**config.mk**
```make
export PLATFORM = sky130hd
export DESIGN_NAME = mem_port_arbiter
export DESIGN_NICKNAME = d
export VERILOG_FILES = /design/src/rtl/mem_port_arbiter.sv
export SDC_FILE = /design/constraint.sdc
export NUM_CORES = 1
export LEC_CHECK = 0
export ABC_AREA = 1
export CAP_MARGIN = 20
export CORE_AREA = 2 2 255 257
export CTS_CLUSTER_SIZE = 24
export DETAILED_ROUTE_END_ITERATION = 12
export DIE_AREA = 0 0 257 259
export SLEW_MARGIN = 0
export SYNTH_ARGS = -nofsm -noshare
export SYNTH_HDL_FRONTEND = slang
export SYNTH_SLANG_ARGS = --single-unit
export TNS_END_PERCENT = 20
```
**constraint.sdc**
```tcl
create_clock -name clk -period 1.7 [get_ports clk]
set_clock_uncertainty 0.2 [all_clocks]
set_input_delay 0.17 -clock clk [delete_from_list [all_inputs] [get_ports clk]]
set_output_delay 0.17 -clock clk [all_outputs]
set_load 0.01 [all_outputs]
```
**src/rtl/mem_port_arbiter.sv**
```systemverilog
// Purpose: arbitrates the single memory-slave port between fetch (read) and memory stage (read/write).
// Latency: request granted in IDLE, slave request issued next cycle; responses forwarded combinationally.
// Backpressure: one outstanding transaction; requesters hold VALID until their response/complete pulse.
//
// Ports:
//   clk, reset          clock; asynchronous active-low reset
//   I_R_*               fetch read request / response
//   D_R_*               memory-stage read request / response
//   D_W_*               memory-stage write request, READY (idle), COMPLETE pulse
//   S_R_*, S_W_*        shared downstream read / write channels
//   busy                a transaction is outstanding
module mem_port_arbiter #(
  parameter int ADDR_WIDTH = 64,
  parameter int DATA_WIDTH = 64
) (
  input  logic                  clk,
  input  logic                  reset,

  input  logic [ADDR_WIDTH-1:0] I_R_ADDR,
  input  logic                  I_R_ADDR_VALID,
  output logic [DATA_WIDTH-1:0] I_R_DATA,
  output logic                  I_R_DATA_VALID,

  input  logic [ADDR_WIDTH-1:0] D_R_ADDR,
  input  logic                  D_R_ADDR_VALID,
  output logic [DATA_WIDTH-1:0] D_R_DATA,
  output logic                  D_R_DATA_VALID,

  input  logic                  D_W_VALID,
  input  logic [ADDR_WIDTH-1:0] D_W_ADDR,
  input  logic [DATA_WIDTH-1:0] D_W_DATA,
  input  logic [1:0]            D_W_SIZE,
  output logic                  D_W_READY,
  output logic                  D_W_COMPLETE,

  output logic [ADDR_WIDTH-1:0] S_R_ADDR,
  output logic                  S_R_ADDR_VALID,
  input  logic [DATA_WIDTH-1:0] S_R_DATA,
  input  logic                  S_R_DATA_VALID,

  output logic                  S_W_VALID,
  output logic [ADDR_WIDTH-1:0] S_W_ADDR,
  output logic [DATA_WIDTH-1:0] S_W_DATA,
  output logic [1:0]            S_W_SIZE,
  input  logic                  S_W_READY,
  input  logic                  S_W_COMPLETE,

  output logic                  busy
);

  typedef enum logic [2:0] {
    IDLE,
    I_READ,
    D_READ,
    D_WRITE_REQ,
    D_WRITE_WAIT
  } state_t;

  typedef enum logic {
    GRANT_FETCH = 1'b0,
    GRANT_DATA  = 1'b1
  } grant_t;

  state_t state, state_nxt;
  grant_t last_grant;

  logic [ADDR_WIDTH-1:0] s_r_addr_q;
  logic [ADDR_WIDTH-1:0] s_w_addr_q;
  logic [DATA_WIDTH-1:0] s_w_data_q;
  logic [1:0]            s_w_size_q;

  logic fetch_req;
  logic data_req;
  logic grant_data;
  logic grant_fetch;

  assign fetch_req = I_R_ADDR_VALID;
  assign data_req  = D_W_VALID | D_R_ADDR_VALID;

  // On a tie the side not granted last wins; reset value FETCH makes data win the first tie.
  assign grant_data  = (state == IDLE) && data_req && (!fetch_req || (last_grant == GRANT_FETCH));
  assign grant_fetch = (state == IDLE) && fetch_req && !grant_data;

  always_comb begin
    state_nxt = state;
    unique case (state)
      IDLE: begin
        if (grant_data) begin
          // A pending write goes ahead of a simultaneous data read.
          state_nxt = D_W_VALID ? D_WRITE_REQ : D_READ;
        end else if (grant_fetch) begin
          state_nxt = I_READ;
        end
      end
      I_READ, D_READ: begin
        if (S_R_DATA_VALID) state_nxt = IDLE;
      end
      D_WRITE_REQ: begin
        if (S_W_READY) state_nxt = D_WRITE_WAIT;
      end
      D_WRITE_WAIT: begin
        if (S_W_COMPLETE) state_nxt = IDLE;
      end
      default: state_nxt = IDLE;
    endcase
  end

  always_ff @(posedge clk or negedge reset) begin
    if (!reset) begin
      state <= IDLE;
    end else begin
      state <= state_nxt;
    end
  end

  always_ff @(posedge clk or negedge reset) begin
    if (!reset) begin
      last_grant <= GRANT_FETCH;
      s_r_addr_q <= '0;
      s_w_addr_q <= '0;
      s_w_data_q <= '0;
      s_w_size_q <= '0;
    end else begin
      if (grant_data) begin
        last_grant <= GRANT_DATA;
        if (D_W_VALID) begin
          s_w_addr_q <= D_W_ADDR;
          s_w_data_q <= D_W_DATA;
          s_w_size_q <= D_W_SIZE;
        end else begin
          s_r_addr_q <= D_R_ADDR;
        end
      end else if (grant_fetch) begin
        last_grant <= GRANT_FETCH;
        s_r_addr_q <= I_R_ADDR;
      end
    end
  end

  // Read data is shared; only the valid is steered to the owning requester.
  assign I_R_DATA       = S_R_DATA;
  assign D_R_DATA       = S_R_DATA;
  assign I_R_DATA_VALID = (state == I_READ) && S_R_DATA_VALID;
  assign D_R_DATA_VALID = (state == D_READ) && S_R_DATA_VALID;

  assign S_R_ADDR       = s_r_addr_q;
  assign S_R_ADDR_VALID = (state == I_READ) || (state == D_READ);

  assign S_W_VALID      = (state == D_WRITE_REQ);
  assign S_W_ADDR       = s_w_addr_q;
  assign S_W_DATA       = s_w_data_q;
  assign S_W_SIZE       = s_w_size_q;

  assign D_W_COMPLETE   = (state == D_WRITE_WAIT) && S_W_COMPLETE;
  // Purely state-based so requesters may derive VALID from READY without a loop.
  assign D_W_READY      = (state == IDLE);
  assign busy           = (state != IDLE);

endmodule

```
==> metrics.md <==
| Metric | Value |
|---|---|
| Share of the synthesized area in the top cell type | 51.4% |
| Clock Tree Buf Depth | 2 |
| Failing checks | setup timing |
| Io pins | 659 |
| Placed Cells | 2,403 |
| Slew HR | 63.7% |
| Final Max Tran Viols | 0 |
| Number of fill cells | 6,730 |
| CP max-delay cell | dfrtp_1 |
| Net Sw Frac | 40.7% |
| Flop pwr share | 29.0% |
| Core box area | 63,900 sq um |
| Dpl ws | -0.536 ns |
| Worst-Margin Slew | 0.545 ns |
| Commonest non-fill, non-tap cell in the layout | nand2_1 |
| Die W | 257 um |
| Yosys reg bits | 198 |
| Critical Path Most Common Cell | buf_12 |
| Final min period | 1.95 ns |
| Largest cells by area after synthesis | dfrtp_1 51%, nand2_1 23%, nand3_1 10% |
| Int Pwr | 16.9 mW |
| Largest net degree at the start of global routing | 64 |
| Critical Path Source Type | register |
| Die height | 259 um |
| Final wirelength | 44,000 um |
| Synthesized area | 9640 sq um |
| Post-route cell area | 17,300 sq um |
| Syn Nets | 1,555 |
| Crit Path Max Fanout | 6 |
| Overall Power | 28.4 mW |
| GRT Util Overall | 12.7% |
| DRC violations left | 0 |
| Avg Synthesized Cell Area | 7.87 sq um |
| Top delay family on crit path | buffers and inverters |
| Initial antenna violation count | 7 |
| Clock Latency Late Sink | 0.47 ns |
| Tcrit/Tclk final | 115% |
| RSZ-0062 raised after global routing | true |
| Synth Instances | 1,225 |
| CTS tree | yes |
| Hold_ws | 0.0524 ns |
| Logic pwr share | 55.0% |
| Pwr Density | 1640 nW/um^2 |
| Final ANT Viol Nets | 0 |
| Non-Filler Instances | 2,525 |
| Standard-cell rows | 93 |
| First-pass GRT wire length | 63,300 um |
| WL/cell | 17.4 um |
| Post-layout util | 27.1% |
| Slowest stage delay, CP | 0.42 ns |
| GPL Wtd Cong | 0.897 |
| LEAKAGE | 8.68 nW |
| Post-DP HPWL | 28,600 um |
| Critical path buffers and inverters | 5 |
| Most frequent cells in the layout | 530 x nand2_1, 263 x clkdlybuf4s50_1, 198 x dfrtp_1 |
| Sw Pwr | 11.6 mW |
| Initial Utilization | 15.1% |
| Iteration-0 DRC Markers | 366 |
| Reg clk slew, reported paths | 0.08 ns |
| Sink Count | 198 |
| DRT Pass-1 Iters | 4 |
| Crit end category | register |
| Area Overhead vs Synth | 79.5% |
| Max Fclk | 512 MHz |
| Vias in the first global route | 10,237 |
| Final WS setup | -0.253 ns |
| Max cap viols | 0 |
| Cts bufs inserted | 17 |
| Clock share of power | 16.0% |
| Placed inst area | 14,700 sq um |
| Via density per instance | 3.89 |
| Synth warn | 0 |
| Clock root buffer | clkbuf_16 |
| CP cell instances | nor2_2 -> nand2_2 -> nor2_4 -> buf_12 -> buf_12 -> buf_16 -> buf_12 -> clkbuf_16 -> nand3_1 -> nand2_1 |
| Die area | 66,600 sq um |
| Global route overflow | 0 |
| Layout cells sized above 1 | 18.6% |
| Setup violators final | 200 |
| H-tree Lvls | 4 |
| Worst VDD drop | 0.795 mV |
| HP Class | input pin to register |
| Setup TNS | -28.16 ns |
| Synth cell types | 17 |
| Status | finished, violations left |
| Worst Setup Path Type | register to register |
| Worst Path Required | 1.92 ns |
| Via count | 9,830 |
| Biggest area consumer among synthesized cells | dfrtp_1 |
| Port bufs | 466 |
| Worst EP arrival | 2.17 ns |
| Final hold violation count | 0 |
| Net count, final | 1,986 |
| Sequential element share of the synthesized area | 51.4% |
-- final timing paths --
| path | startpoint | to | slack (ns) | depth (start not counted) |
|---|---|---|---|---|
| setup / recovery | state[0] | S_W_ADDR[44] | -0.25 | 10 |
| hold / removal | D_W_DATA[2] | S_W_DATA[2] | 0.05 | 3 |
| setup reg to reg | state[0] | S_W_ADDR[44] | -0.25 | 10 |
| hold reg to reg | S_W_ADDR[0] | S_W_ADDR[0] | 0.27 | 2 |
| max in group asynchronous | reset | last_grant | 0.10 | 4 |
| min in group asynchronous | reset | S_R_ADDR[7] | 0.59 | 3 |
-- state kept, by name (all words and copies together) (netlist names) --
| signal | flops |
|---|---|
| S_R_ADDR | 64 |
| S_W_ADDR | 64 |
| S_W_DATA | 64 |
| state | 3 |
| S_W_SIZE | 2 |
| last_grant | 1 |
-- power groups by stage --
stage / clock, mW / sequential [mW] / combinational, mW
2_1_floorplan: 0 / 9.07 / 4.82
3_3_place_gp: 0 / 8.19 / 12.9
3_5_place_dp: 0 / 8.22 / 13.1
4_1_cts: 4.77 / 8.18 / 14.8
5_1_grt: 4.93 / 8.53 / 17.0
6_report: 4.55 / 8.25 / 15.6
-- timing repair --
action / in CTS / in global routing
pin swaps: 73 / 56
gates resized for setup: 355 / 110
hold endpoints to repair: 233 / 0
buffers inserted: 21 / 8
cloned: 20 / 3
setup endpoints to repair: 394 / 206
hold buffers: 37 / 0
-- layout make-up --
cell class	count	area [sq um]	share of cell area, %
flip-flops and latches	198	4950	28.6
repair buffers	617	6580	38.0
inverters	11	51.3	0.296
clock inverters	13	181	1.05
diodes	1	2.50	0.0145
well taps	855	1070	6.18
multi-input cells	811	4010	23.2
clock buffers	19	453	2.62
-- worst min-delay path: cells and delay by family --
family	cells	cell delay, ns
buf+inv	1	0.40
simple gates	2	0.13
-- routing by layer --
layer / share of wire (%) / up-vias / track usage (%)
met3: 10 / 107 / 5.60
met2: 48 / 543 / 21.6
met4: 4.3 / 12 / 6.19
met5: 0.17 / - / 0
li1: - / 4580 / -
met1: 37 / 4588 / 13.5
-- kinds of logic (layout without fill, tap and decap cells) --
logic type             Yosys count  count (layout)  share of synthesized area [%]
flip-flops                     198             198                           51.4
other                            0               1                              0
buffers and inverters          216             660                           14.2
AO/OA/AOI/OAI                    4               4                          0.221
AND/OR/NAND/NOR                807             807                           34.2
-- Yosys cell counts --
cell type and count:
nand2_1 596, nand3_1 200, dfrtp_1 198, buf_4 132, buf_2 51, clkbuf_1 20, inv_1 10, nor2_1 7
buf_1 2, nand2_2 2, a21oi_1 1, a31oi_1 1, inv_2 1, nor2_4 1, nor4_1 1, o21ai_0 1
o21ai_1 1
No activity file was read; power rests on OpenSTA's default activity.
